[config.mk]
export PLATFORM = sky130hd
export DESIGN_NAME = lfsr_gen
export DESIGN_NICKNAME = d
export VERILOG_FILES = /design/src/rtl/lfsr_pkg.sv /design/src/rtl/lfsr_step.sv /design/src/rtl/lfsr_gen.sv
export SDC_FILE = /design/constraint.sdc
export NUM_CORES = 1
export LEC_CHECK = 0
export CAP_MARGIN = 25
export CORE_AREA = 2 2 39 41
export DETAILED_ROUTE_END_ITERATION = 10
export DIE_AREA = 0 0 41 43
export GPL_ROUTABILITY_DRIVEN = 0
export PLACE_DENSITY = 0.5
export SETUP_SLACK_MARGIN = 0.4
export SYNTH_ARGS = -nofsm -noshare
export SYNTH_HDL_FRONTEND = slang
export SYNTH_SLANG_ARGS = --single-unit
[constraint.sdc]
create_clock -name clk -period 2.8 [get_ports clk]
set_input_delay 0.42 -clock clk [delete_from_list [all_inputs] [get_ports clk]]
set_output_delay 0.42 -clock clk [all_outputs]
set_load 0.02 [all_outputs]
[src/rtl/lfsr_pkg.sv]
// Shared constants for the parametrised Galois LFSR: maximal-length tap masks
// (bit i set = x^i term, constant term implied) and the legal width range.
package lfsr_pkg;

    localparam int LFSR_MIN_WIDTH = 2;
    localparam int LFSR_MAX_WIDTH = 32;

    localparam logic [3:0]  LFSR_TAPS_4  = 4'b0010;
    localparam logic [4:0]  LFSR_TAPS_5  = 5'b00100;
    localparam logic [5:0]  LFSR_TAPS_6  = 6'b000010;
    localparam logic [6:0]  LFSR_TAPS_7  = 7'b0000010;
    localparam logic [7:0]  LFSR_TAPS_8  = 8'b00011100;
    localparam logic [8:0]  LFSR_TAPS_9  = 9'h010;
    localparam logic [9:0]  LFSR_TAPS_10 = 10'h008;
    localparam logic [10:0] LFSR_TAPS_11 = 11'h004;
    localparam logic [11:0] LFSR_TAPS_12 = 12'h052;
    localparam logic [12:0] LFSR_TAPS_13 = 13'h001A;
    localparam logic [13:0] LFSR_TAPS_14 = 14'h0442;
    localparam logic [14:0] LFSR_TAPS_15 = 15'h0002;
    localparam logic [15:0] LFSR_TAPS_16 = 16'h100A;
    localparam logic [16:0] LFSR_TAPS_17 = 17'h00008;
    localparam logic [17:0] LFSR_TAPS_18 = 18'h00080;
    localparam logic [18:0] LFSR_TAPS_19 = 19'h00026;
    localparam logic [19:0] LFSR_TAPS_20 = 20'h00008;
    localparam logic [20:0] LFSR_TAPS_21 = 21'h000004;
    localparam logic [21:0] LFSR_TAPS_22 = 22'h000002;
    localparam logic [22:0] LFSR_TAPS_23 = 23'h000020;
    localparam logic [23:0] LFSR_TAPS_24 = 24'h000086;
    localparam logic [24:0] LFSR_TAPS_25 = 25'h0000008;
    localparam logic [25:0] LFSR_TAPS_26 = 26'h0000046;
    localparam logic [26:0] LFSR_TAPS_27 = 27'h0000026;
    localparam logic [27:0] LFSR_TAPS_28 = 28'h0000008;
    localparam logic [28:0] LFSR_TAPS_29 = 29'h00000004;
    localparam logic [29:0] LFSR_TAPS_30 = 30'h00000052;
    localparam logic [30:0] LFSR_TAPS_31 = 31'h00000008;
    localparam logic [31:0] LFSR_TAPS_32 = 32'h00400006;

    // Per-edge action after reset has been resolved.
    typedef enum logic [1:0] {
        OP_HOLD = 2'd0,
        OP_STEP = 2'd1,
        OP_LOAD = 2'd2
    } lfsr_op_e;

    function automatic bit lfsr_width_ok(input int w);
        return (w >= LFSR_MIN_WIDTH) && (w <= LFSR_MAX_WIDTH);
    endfunction

endpackage

[src/rtl/lfsr_step.sv]
// Combinational single shift of a Galois LFSR: the MSB wraps into bit 0 and
// is XORed into every tapped position on the way up.
module lfsr_step
    import lfsr_pkg::*;
#(
    parameter int               WIDTH = 4,
    parameter logic [WIDTH-1:0] TAPS  = WIDTH'(LFSR_TAPS_4)
) (
    input  logic [WIDTH-1:0] i_state,
    output logic [WIDTH-1:0] o_next
);

    logic w_fb;

    assign w_fb      = i_state[WIDTH-1];
    assign o_next[0] = w_fb;

    for (genvar i = 1; i < WIDTH; i++) begin : g_bit
        assign o_next[i] = i_state[i-1] ^ (TAPS[i] & w_fb);
    end

endmodule

[src/rtl/lfsr_gen.sv]
// Parametrised Galois LFSR advancing STEPS shifts per enabled clock, with load,
// wrap detection and, when LFSR_LOCKUP_GUARD_EN is defined, all-zero protection.
module lfsr_gen
    import lfsr_pkg::*;
#(
    parameter int               WIDTH = 4,
    parameter logic [WIDTH-1:0] TAPS  = WIDTH'(LFSR_TAPS_4),
    parameter logic [WIDTH-1:0] SEED  = WIDTH'(1),
    parameter int               STEPS = 1
) (
    input  logic             clk,
    input  logic             reset,
    input  logic             en,
    input  logic             load,
    input  logic [WIDTH-1:0] load_value,
    output logic [WIDTH-1:0] q,
    output logic             wrap,
    output logic             lockup
);

    if (!lfsr_width_ok(WIDTH)) begin : g_err_width
        $error("lfsr_gen: WIDTH=%0d outside %0d..%0d", WIDTH, LFSR_MIN_WIDTH, LFSR_MAX_WIDTH);
    end
    if (SEED == '0) begin : g_err_seed
        $error("lfsr_gen: SEED must be nonzero");
    end
    if (STEPS < 1 || STEPS > WIDTH) begin : g_err_steps
        $error("lfsr_gen: STEPS=%0d outside 1..%0d", STEPS, WIDTH);
    end

    logic [WIDTH-1:0] r_q;
    logic             r_wrap;
    logic [WIDTH-1:0] w_chain [STEPS+1];
    logic [WIDTH-1:0] w_stepped;
    logic [WIDTH-1:0] w_q_next;
    logic             w_wrap_next;
    lfsr_op_e         w_op;
`ifdef LFSR_LOCKUP_GUARD_EN
    logic             w_lock_set;
    logic             r_lockup;
`endif

    // STEPS shifts chained combinationally so a multi-step advance costs no latency.
    assign w_chain[0] = r_q;
    for (genvar k = 0; k < STEPS; k++) begin : g_chain
        lfsr_step #(
            .WIDTH (WIDTH),
            .TAPS  (TAPS)
        ) u_step (
            .i_state (w_chain[k]),
            .o_next  (w_chain[k+1])
        );
    end
    assign w_stepped = w_chain[STEPS];

    always_comb begin
        if (load)
            w_op = OP_LOAD;
        else if (en)
            w_op = OP_STEP;
        else
            w_op = OP_HOLD;
    end

    always_comb begin
        w_q_next    = r_q;
        w_wrap_next = 1'b0;
`ifdef LFSR_LOCKUP_GUARD_EN
        w_lock_set  = 1'b0;
`endif
        case (w_op)
            OP_LOAD: begin
                w_q_next = load_value;
`ifdef LFSR_LOCKUP_GUARD_EN
                if (load_value == '0) begin
                    w_q_next   = SEED;
                    w_lock_set = 1'b1;
                end
`endif
            end
            OP_STEP: begin
                w_q_next    = w_stepped;
                w_wrap_next = (w_stepped == SEED);
`ifdef LFSR_LOCKUP_GUARD_EN
                // Zero is a fixed point of the shift; recover to SEED instead of sticking.
                if (r_q == '0) begin
                    w_q_next    = SEED;
                    w_wrap_next = 1'b0;
                    w_lock_set  = 1'b1;
                end
`endif
            end
            default: begin
            end
        endcase
    end

    always_ff @(posedge clk) begin
        if (reset) begin
            r_q    <= SEED;
            r_wrap <= 1'b0;
        end else begin
            r_q    <= w_q_next;
            r_wrap <= w_wrap_next;
        end
    end

`ifdef LFSR_LOCKUP_GUARD_EN
    always_ff @(posedge clk) begin
        if (reset)
            r_lockup <= 1'b0;
        else if (w_lock_set)
            r_lockup <= 1'b1;
    end

    assign lockup = r_lockup;
`else
    assign lockup = 1'b0;
`endif

    assign q    = r_q;
    assign wrap = r_wrap;

endmodule

==> results of run 1 <==
-- routing by layer --
layer,vias up,wire length (um)
met1,89,200
met2,7,246
met3,0,36
met4,0,0
met5,-,0
li1,115,-
-- cells in the final DEF, fill, tap and decap left out --
cell type,Yosys,final
nor3b_1,1,1
a21oi_1,1,1
nand4bb_1,1,1
nor2b_1,3,3
inv_1,1,1
clkbuf_4,0,3
ha_1,1,1
nor2_1,1,1
conb_1,1,1
mux2i_1,4,4
nor3_1,1,1
a211oi_1,3,3
dfxtp_1,5,5
clkbuf_1,0,1
clkdlybuf4s50_1,0,12
-- sequential cells by signal, summed over array words and instances (netlist names) --
name  flops
q         4
wrap      1
-- logic make-up (layout without fill, tap and decap cells) --
logic type	count (synthesis)	after routing	synth area share
fa+ha+maj	1	1	0.0495
mux	4	4	0.158
flops	5	5	0.396
buf+inv	3	17	0.0891
other cells	1	1	0.0148
simple gates	7	7	0.183
compound gates	4	4	0.109
-- cell type report --
class,instances,area share
Tap cell,16,0.0500
Multi-Input combinational cell,17,0.325
Inverter,1,0.00938
Clock buffer,4,0.0656
Sequential cell,5,0.250
Timing Repair Buffer,12,0.300
-- where the power goes --
group	internal, uW	switching [uW]
clock	53.7	27.5
sequential	76.4	4.02
combinational	24.4	18.5
-- how the worst max path moves through the flow --
stage / endpoint / slack, ns / depth (start not counted)
finish: q[3] / 1.17 / 1
CTS: q[1] / 1.16 / 1
global placement: q[2] / 1.33 / 3
detailed placement: q[1] / 1.33 / 3
global route: q[3] / 1.10 / 1
floorplan: q[1] / 1.76 / 3
-- stage by stage --
stage	hold slack [ns]	util	total power, uW	std cells
2_1_floorplan	0.493	-	104	25
3_3_place_gp	0.462	0.270	124	51
3_5_place_dp	0.459	0.270	125	51
4_1_cts	0.465	0.289	207	55
5_1_grt	0.495	0.289	216	55
6_report	0.464	0.289	205	55
==> impl_results.md, run 1 <==
- Met1 track demand over resource: 0.0804
- Post-CTS Resized: 0
- Min setup slack post-route: approximately 1.2 ns
- Pwr/cell area: 511 mW/mm2
- Min-Delay Path Class: flop to flop
- Total grt overflow: 0
- Multi-input combinational cell area: roughly 130 um2
- Final setup fails: 0
- Post-synth EDFFs: 0
- Layout area overhead: 58.4%
- Drt first-iter violations: 3
- GRT Max-Usage Layer: met2
- Post-Place Setup Slack: roughly 1.3 ns
- Worst-Skew Late Latency: roughly 0.24 ns
- RSZ-0062 raised after global routing: no
- R2R Path Start: q[3]
- Pin count of the biggest net entering global routing: 8
- Top post-synthesis cells by count: dfxtp_1, mux2i_1, a211oi_1, nor2b_1
- Vias in the first global route: 197
- Initial Util: 0.183
- Most numerous cell in the Yosys netlist: dfxtp_1
- Synth cell types: 14
- Port buffer count: 12
- Final hold viol count: 0
- Fillers: roughly 150
- Root Driver: clkbuf_4
- Crit path buf inv count: 1
- CP max-delay cell: clkdlybuf4s50_1
- Io pins: 14
- Fmax: 612 MHz
- Die width: 41 um
- Final Max Tran Viols: 0
- Routed WL per cell: 8.80 um
- Std cell rows: 14
- Worst Setup Start Kind: flop
- Register area: ~100 um2
- CP startpoint: q[3]
- Hold endpoint: wrap
- Residual DRC: 0
- Critical Path End Type: output port
- Core footprint: ~0.0014 mm2
- Setup CP Type: flop to output port
- Grt met2 use: 0.0906
- Share of layout cells above drive strength 1: 0.0769
- TritonCTS clock tree: done
- Antenna diode count: 0
- Fin crit share: 0.584
- Top cells by area, synth: dfxtp_1, mux2i_1, a211oi_1, nor2b_1, ha_1
- Yosys top cell by area: dfxtp_1
- Syn_area_per_cell: approximately 10 um2
- WP data arrival: between 1 and 1.5 ns
- Met3 usage: 0.0314
- Ys async rst share: 0
- DP HPWL: 396 um
- Synthesized net count: 34
- Peak VDD IR: 0.000121 V
- Status: finished clean
- Mapped Area: 253 um2
- Largest stage delay on the critical path: approximately 0.62 ns
- Worst path top cell family by delay: buffers and inverters
- Setup slack, reg-to-reg: between 1.5 and 2 ns
- Final worst path period need: 1.63 ns
- CP required: about 2.4 ns
- Final wirelength: 484 um
- Vias: about 210
- Setup Buffers After CTS: 0
- Max cap viols: 0
- Pleak: around 0.00016 uW
- Die H: around 43 um
- Main synth FF type: dfxtp_1
- Worst path cell trace: clkdlybuf4s50_1
- Final instance area: 400 um2
- Global-route usage over all layers: 0.0693
- Final antenna-violating net count: 0
- Layout Nets: 49
- First-pass GRT wire length: around 770 um
- Cells on worst reg2reg path: 3
- Mapped Cells: 25
- H-tree depth: 1
- CTS buffer count: 3
- Clock Skew: 0.000405 ns
- CTS sink cnt: 5
- Detail-routed via count per cell: 3.84
- Hold Path Stages: 1
- Seq/Total Area, Yosys: 0.396
- Drt first pass iters: 2
- Reg-to-reg endpoint: q[1]
- Clock Path Buffers: 2
- Worst-path maximum fanout: 4
- Number of antenna violations at the first check in global routing: 0
- Synth top area share: 0.396
- Placed inst area: ~370 um2
- Ys Warns: 0
- Setup TNS: 0 ns
- Min-delay src: q[2]
- Post-synthesis register bit count: 5
- DIE AREA: between 0.0015 and 0.002 mm2
- Clock transition at path regs: ~0.040 ns
- Hold_buf cts: 0
No activity file was read; power rests on OpenSTA's default activity.
==> run 2: changes to the inputs <==
--- a/config.mk
+++ b/config.mk
@@ -10,7 +10,7 @@
 export DETAILED_ROUTE_END_ITERATION = 10
 export DIE_AREA = 0 0 41 43
 export GPL_ROUTABILITY_DRIVEN = 0
-export PLACE_DENSITY = 0.5
+export PLACE_DENSITY = 0.52
 export SETUP_SLACK_MARGIN = 0.4
 export SYNTH_ARGS = -nofsm -noshare
 export SYNTH_HDL_FRONTEND = slang
==> constraint.sdc (replaced) <==
create_clock -name clk -period 1.46 [get_ports clk]
set_input_delay 0.219 -clock clk [delete_from_list [all_inputs] [get_ports clk]]
set_output_delay 0.219 -clock clk [all_outputs]
set_load 0.02 [all_outputs]
==> run 2 against run 1 <==
  * Utilization decreased by 1.3 points
  * Sequential cell count unchanged
  * Clock skew barely moved
  * Total power is 88% higher
  * Setup slack worse by 0.72 ns
  * Via count rose by 2.4%
  * Combinational power rose by 74%
  * Final area down 4.4%
  * Sequential share of layout area is 1.1 points higher
  * Clock power grew 91%
  * Count of clock-buffer cells in the layout unchanged
==> impl_results.md, run 2 (synthesized netlist as in run 1, its figures left out) <==
- Status: finished clean
- Drt first pass iters: 2 (unchanged)
- Worst path cell trace: buf_2
- Max cap viols: 0 (unchanged)
- Io pins: 14 (unchanged)
- Commonest non-fill, non-tap cells in the layout: clkdlybuf4s50_1, dfxtp_1, mux2i_1, buf_2
- First-pass GRT wire length: 807 um (+4.5%)
- WP data arrival: 0.79 ns (-0.42 ns)
- Fillers: 145 (-1.4%)
- Residual DRC: 0 (unchanged)
- Commonest non-fill, non-tap cell in the layout: clkdlybuf4s50_1
- Min-Delay Path Class: input pin to flop
- Worst-path maximum fanout: 4 (unchanged)
- Placed inst area: 374 um2 (unchanged)
- CP max-delay cell: dfxtp_1
- Max reg flops: 4 (unchanged)
- RSZ-0062 raised after global routing: no
- Non-Filler Instances: 55 (unchanged)
- Port buffer count: 12 (unchanged)
- Final worst path period need: around 1.0 ns
- Clock Path Buffers: 2 (unchanged)
- Fmax: ~990 MHz
- Std cell rows: 14 (unchanged)
- Min setup slack post-route: 0.447 ns (-0.718 ns)
- Worst-Skew Late Latency: 0.24 ns (about the same)
- Cells after DPL: 51 (unchanged)
- Final antenna-violating net count: 0 (unchanged)
- Routed WL per cell: 9.04 um (+2.7%)
- CTS buffer count: 3 (unchanged)
- Die width: 41 um (unchanged)
- Setup Buffers After CTS: 0 (unchanged)
- CTS sink cnt: 5 (unchanged)
- Layout Nets: 49 (unchanged)
- Pleak: 0.000173 uW (+8.6%)
- Crit path buf inv count: 1 (unchanged)
- Antenna diode count: 0 (unchanged)
- Die H: 43 um (unchanged)
- Core footprint: 0.00138 mm2 (unchanged)
- Fin crit share: 0.694
- Share of layout cells above drive strength 1: 0.231 (+0.154)
- Final hold viol count: 0 (unchanged)
- Final Max Tran Viols: 0 (unchanged)
- Vias: 216 (+2.4%)
- Initial Util: 0.183 (unchanged)
- CP required: 1.24 ns (-1.14 ns)
- Setup TNS: 0 ns (unchanged)
- Clock Skew: 0.0000667 ns (-0.000338 ns)
- Peak VDD IR: 0.000222 V (+84%)
- H-tree depth: 1 (unchanged)
- Total grt overflow: 0 (unchanged)
- Number of antenna violations at the first check in global routing: 0 (unchanged)
- Setup CP Type: flop to output port
- Layout area overhead: 51.5%
- Largest stage delay on the critical path: 0.37 ns (-0.25 ns)
- Root Driver: clkbuf_4
- Drt first-iter violations: 1 (-2)
- Final setup fails: 0 (unchanged)
- Clock transition at path regs: 0.04 ns (about the same)
- Final instance area: 383 um2 (-4.4%)
- Pwr/cell area: 1000 mW/mm2 (+97%)
- Worst Setup Start Kind: flop
- DIE AREA: 0.00176 mm2 (unchanged)
- Vias in the first global route: 223 (+13%)
- Pin count of the biggest net entering global routing: 8 (unchanged)
- TritonCTS clock tree: done
- Critical Path End Type: output port
- Detail-routed via count per cell: 3.93 (+2.4%)
- Final wirelength: 497 um (+2.7%)
- Worst path top cell family by delay: flip-flops
- Post-Place Setup Slack: 0.180 ns (-1.15 ns)
- Global-route usage over all layers: 0.0714 (+0.00208)
-- run 2: cell types whose count changed in the layout (fill, tap and decap cells not counted), sizes merged --
cell           change
clkdlybuf4s50      -6
buf                +4
clkbuf             +1
dlymetal6s2s       +1
-- run 2: area by class of cell --
| class | count | area, um2 | share of cell area |
|---|---|---|---|
| flip-flops and latches | 5 | 100 | 0.261 |
| well taps | 16 | 20.0 | 0.0523 |
| inverters | 1 | 3.75 | 0.00980 |
| clock buffers | 4 | 26.3 | 0.0686 |
| multi-input cells | 17 | 135 | 0.353 |
| repair buffers | 12 | 97.6 | 0.255 |
-- run 2: report_power, final --
group | internal, uW | total, uW | leakage, uW | switching, uW
Combinational | 38.3 | 74.5 | 0.000116 | 36.2
Sequential | 147 | 155 | 0.0000414 | 8.13
Clock | 103 | 155 | 0.0000150 | 52.4
-- run 2: final timing paths --
kind              start   end  slack [ns]  cells after the start
setup reg to reg   q[3]  q[1]        0.49                      3
hold reg to reg    q[2]  wrap        0.47                      1
setup / recovery   q[3]  q[3]        0.45                      1
hold / removal       en  wrap        0.41                      3
-- run 2: repair_timing --
action | in CTS | in global routing
hold endpoints to repair | 0 | 0
resized for setup | 18 | 3
endpoints found under the setup margin | 5 | 5
hold buffers | 0 | 0
-- run 2: per-stage QoR --
stage                util  total power [uW]  hold WS, ns
floorplan               -               199        0.292
CTS                 0.275               394        0.473
finish              0.277               385        0.406
global route        0.277               407        0.436
detailed placement  0.270               239        0.467
global placement    0.270               240        0.467
-- run 2: routing by layer --
metal  GRT usage  share of wire
met5           0              0
met2      0.0844           0.45
met1      0.0935           0.47
met3      0.0157          0.074
met4      0.0800              0
